File: src/rtl/demux_pkg.sv
// Shared select encodings and output count for the 1-to-4 lane demultiplexer.
package demux_pkg;

  localparam int N_OUT = 4;

  typedef logic [1:0] sel_t;

  localparam sel_t SEL_W = 2'd0;
  localparam sel_t SEL_X = 2'd1;
  localparam sel_t SEL_Y = 2'd2;
  localparam sel_t SEL_Z = 2'd3;

endpackage

File: src/rtl/demux_decoder.sv
// Combinational select decoder: 2-bit destination select to one-hot output enable.
module demux_decoder
  import demux_pkg::*;
(
  input  logic [1:0]       sel,
  output logic [N_OUT-1:0] en
);

  always_comb begin
    en = '0;
    case (sel)
      SEL_W:   en[0] = 1'b1;
      SEL_X:   en[1] = 1'b1;
      SEL_Y:   en[2] = 1'b1;
      SEL_Z:   en[3] = 1'b1;
      default: en = '0;
    endcase
  end

endmodule

File: src/rtl/demultiplexer.sv
// Registered 1-to-4 demultiplexer: A is steered to the output addressed by SEL, others cleared.
// One-cycle latency, a new word every cycle, no stall path.
module demultiplexer
  import demux_pkg::*;
#(
  parameter int DATA_W = 2
) (
  input  logic              clk,
  input  logic              rst_n,
  input  logic [DATA_W-1:0] A,
  input  logic [1:0]        SEL,
  output logic [DATA_W-1:0] W,
  output logic [DATA_W-1:0] X,
  output logic [DATA_W-1:0] Y,
  output logic [DATA_W-1:0] Z
);

  logic [N_OUT-1:0]             en;
  logic [N_OUT-1:0][DATA_W-1:0] out_nxt;
  logic [N_OUT-1:0][DATA_W-1:0] out_q;

  demux_decoder u_decoder (
    .sel (SEL),
    .en  (en)
  );

  // Masking with the one-hot enable guarantees unselected lanes load zero on the same edge.
  for (genvar i = 0; i < N_OUT; i++) begin : g_out
    assign out_nxt[i] = {DATA_W{en[i]}} & A;

    always_ff @(posedge clk) begin
      if (!rst_n) begin
        out_q[i] <= '0;
      end else begin
        out_q[i] <= out_nxt[i];
      end
    end
  end

  assign W = out_q[SEL_W];
  assign X = out_q[SEL_X];
  assign Y = out_q[SEL_Y];
  assign Z = out_q[SEL_Z];

endmodule

File: config.mk
export PLATFORM = sky130hd
export DESIGN_NAME = demultiplexer
export DESIGN_NICKNAME = d
export VERILOG_FILES = /design/src/rtl/demux_pkg.sv /design/src/rtl/demux_decoder.sv /design/src/rtl/demultiplexer.sv
export SDC_FILE = /design/constraint.sdc
export NUM_CORES = 1
export LEC_CHECK = 0
export CAP_MARGIN = 40
export CORE_AREA = 3 3 40 42
export CTS_BUF_LIST = sky130_fd_sc_hd__clkbuf_4
export DETAILED_ROUTE_END_ITERATION = 8
export DIE_AREA = 0 0 43 45
export PLACE_DENSITY = 0.45
export SYNTH_ARGS = -nofsm -noshare
export SYNTH_HDL_FRONTEND = slang
export SYNTH_SLANG_ARGS = --single-unit
File: constraint.sdc
create_clock -name clk -period 1.2 [get_ports clk]
set_input_delay 0.24 -clock clk [delete_from_list [all_inputs] [get_ports clk]]
set_output_delay 0.24 -clock clk [all_outputs]
set_load 0.02 [all_outputs]
==> metrics.md <==
| Metric | Value |
|---|---|
| Outcome | `complete, no violations` |
| Worst-path clk slew | `0.05 ns` |
| Antenna Nets Post-Route | `0` |
| Worst-Margin Slew | `0.220 ns` |
| Initial antenna violation count | `0` |
| Worst slew margin | `~85%` |
| Tcrit/Tclk final | `93.5%` |
| NetSw | `0.000115 W` |
| Clk buf depth | `2` |
| Crit. End Element | `primary output` |
| Switch share | `21.6%` |
| Via Count | `192` |
| Max_cap viols | `0` |
| DP Area | `399 um^2` |
| Crit Path Class | `register to primary output` |
| Internal Pwr Total | `0.000416 W` |
| Final core occ | `32.0%` |
| Max Slew Vio Count | `0` |
| Core area | `1280 um^2` |
| Clk sinks | `8` |
| Hold EP | `X[0]` |
| Share of cells above drive strength 1 | `~34%` |
| Flops & latches, synth | `8` |
| Power share of the clock group | `38.5%` |
| Logic pwr share | `under 10%` |
| Ports | `14` |
| CTS Buf Count | `3` |
| Routed WL | `466 um` |
| Std-Cell Rows | `13` |
| Worst-path maximum fanout | `1` |
| Buffers & Inverters on Critical Path | `1` |
| Finished Layout Cells | `47` |
| First-pass GRT wire length | `676 um` |
| Syn. warnings | `0` |
| Area growth, synth to finish | `64.5%` |
| Final Hold Fails | `0` |
| DR WL/cell | `9.91 um` |
| Final setup vio count | `0` |
| Worst Min Path Start | `A[0]` |
| Syn Area/Cell | `15.6 um^2` |
| RSZ-0062 raised after global routing | `no` |
| Tot Pwr | `0.000531 W` |
| Most frequent cells in the layout | `8 x dfxtp_1, 8 x dlygate4sd2_1, 5 x clkdlybuf4s50_1` |
| Initial drt markers | `0` |
| Post-synth cell types | `4` |
| Vias in the first global route | `174` |
| Fmax | `0.891 GHz` |
| # diodes | `0` |
| Number of vias per cell | `4.09` |
| Htree depth | `1` |
| GPL Wtd Cong | `between 0.6 and 0.7` |
| CP arrival | `0.88 ns` |
| Die Span Y | `45 um` |
| Min Tclk post-route | `1.12 ns` |
| Mapped Area | `about 250 um^2` |
| CTS tree | `yes` |
| Crit-path leading delay family | `buffers and inverters` |
| Register area share after synthesis | `64.0%` |
| Global route overflow | `0` |
| Hold Crit Class | `input port to register` |
| # DRC | `0` |
| Placed cell count | `44` |
| CP Cell Sequence | `dlygate4sd2_1` |
| Hold Crit Depth | `2` |
| Router iterations before antenna repair | `1` |
| Die width | `43 um` |
| Leak | `0.198 nW` |
| Data required time of the worst path | `0.96 ns` |
| Synth Net Count | `22` |
| Port bufs | `13` |
| GR Util All Layers | `5.18%` |
| DIE AREA | `1940 um^2` |
| Initial Util | `19.5%` |
| Post-CTS Setup Bufs | `0` |
| Worst path slowest cell | `dlygate4sd2_1` |
| Seq pwr share | `51.7%` |
| P per Cell Area | `1290 nW/um^2` |
| Fin nets | `40` |
| Critical path startpoint category | `register` |
| Hold_buf cts | `0` |
| Peak supply drop | `0.540 mV` |
| Pin count of the biggest net entering global routing | `9` |
| Clock root buffer | `clkbuf_4` |
| Cell count after synthesis | `16` |
| TNS Setup | `0 ns` |
| Design Area, Final | `a little over 400 um^2` |
| Max stage delay on crit path | `0.33 ns` |
[kinds of logic after synthesis]
kind of cell	count (synthesis)	synth area share (%)
flip-flops	8	64.0
AND/OR/NAND/NOR	8	36.0
[power groups by stage]
stage	Combinational [W]	Sequential, W	Clock [W]
2_1_floorplan	0.00000903	0.000290	0
3_3_place_gp	0.0000564	0.000280	0
3_5_place_dp	0.0000578	0.000280	0
4_1_cts	0.0000528	0.000274	0.000209
5_1_grt	0.0000560	0.000275	0.000217
6_report	0.0000520	0.000274	0.000204
[area by class of cell]
type	count	area, um^2
multi-input cells	8	90.1
well taps	15	18.8
clock buffers	3	22.5
flip-flops and latches	8	160
fillers	133	873
repair buffers	13	120
[metrics by stage]
stage / setup slack [ns] / hold slack (ns)
global placement: 0.0336 / 0.964
finish: 0.0782 / 0.710
detailed placement: 0.0144 / 0.977
CTS: 0.0659 / 0.709
floorplan: 0.565 / 0.441
global route: 0.0468 / 0.731
[worst max path at each step]
| stage | startpoint | endpoint | slack, ns | cells past startpoint |
|---|---|---|---|---|
| 3_5_place_dp | SEL[0] | W[0] | 0.01 | 2 |
| 6_report | W[1] | W[1] | 0.08 | 1 |
| 5_1_grt | Z[1] | Z[1] | 0.05 | 1 |
| 4_1_cts | Y[1] | Y[1] | 0.07 | 1 |
| 2_1_floorplan | W[0] | W[0] | 0.56 | 0 |
| 3_3_place_gp | SEL[1] | W[1] | 0.03 | 2 |
[flip-flops by register name (all words and copies together), names as in the netlist]
signal,flops
Z,2
X,2
W,2
Y,2
[timing repair]
action | CTS | global route
hold endpoints to repair | 0 | 0
setup endpoints to repair | 8 | 0
resized for setup | 8 | 0
[layer usage]
| metal | vias to the layer above | track usage [%] | part of all wire [%] |
|---|---|---|---|
| li1 | 99 | - | - |
| met2 | 12 | 7.78 | 43 |
| met3 | 2 | 2.39 | 11 |
| met5 | - | 0 | 0 |
| met4 | 0 | 5.42 | 3.6 |
| met1 | 79 | 5.10 | 42 |
[Yosys cell counts]
cell type,count,area share [%]
and4_2,2,8.0
and4bb_2,2,10
and4b_2,4,18
dfxtp_1,8,64
Power figures use the tool's default switching activity.
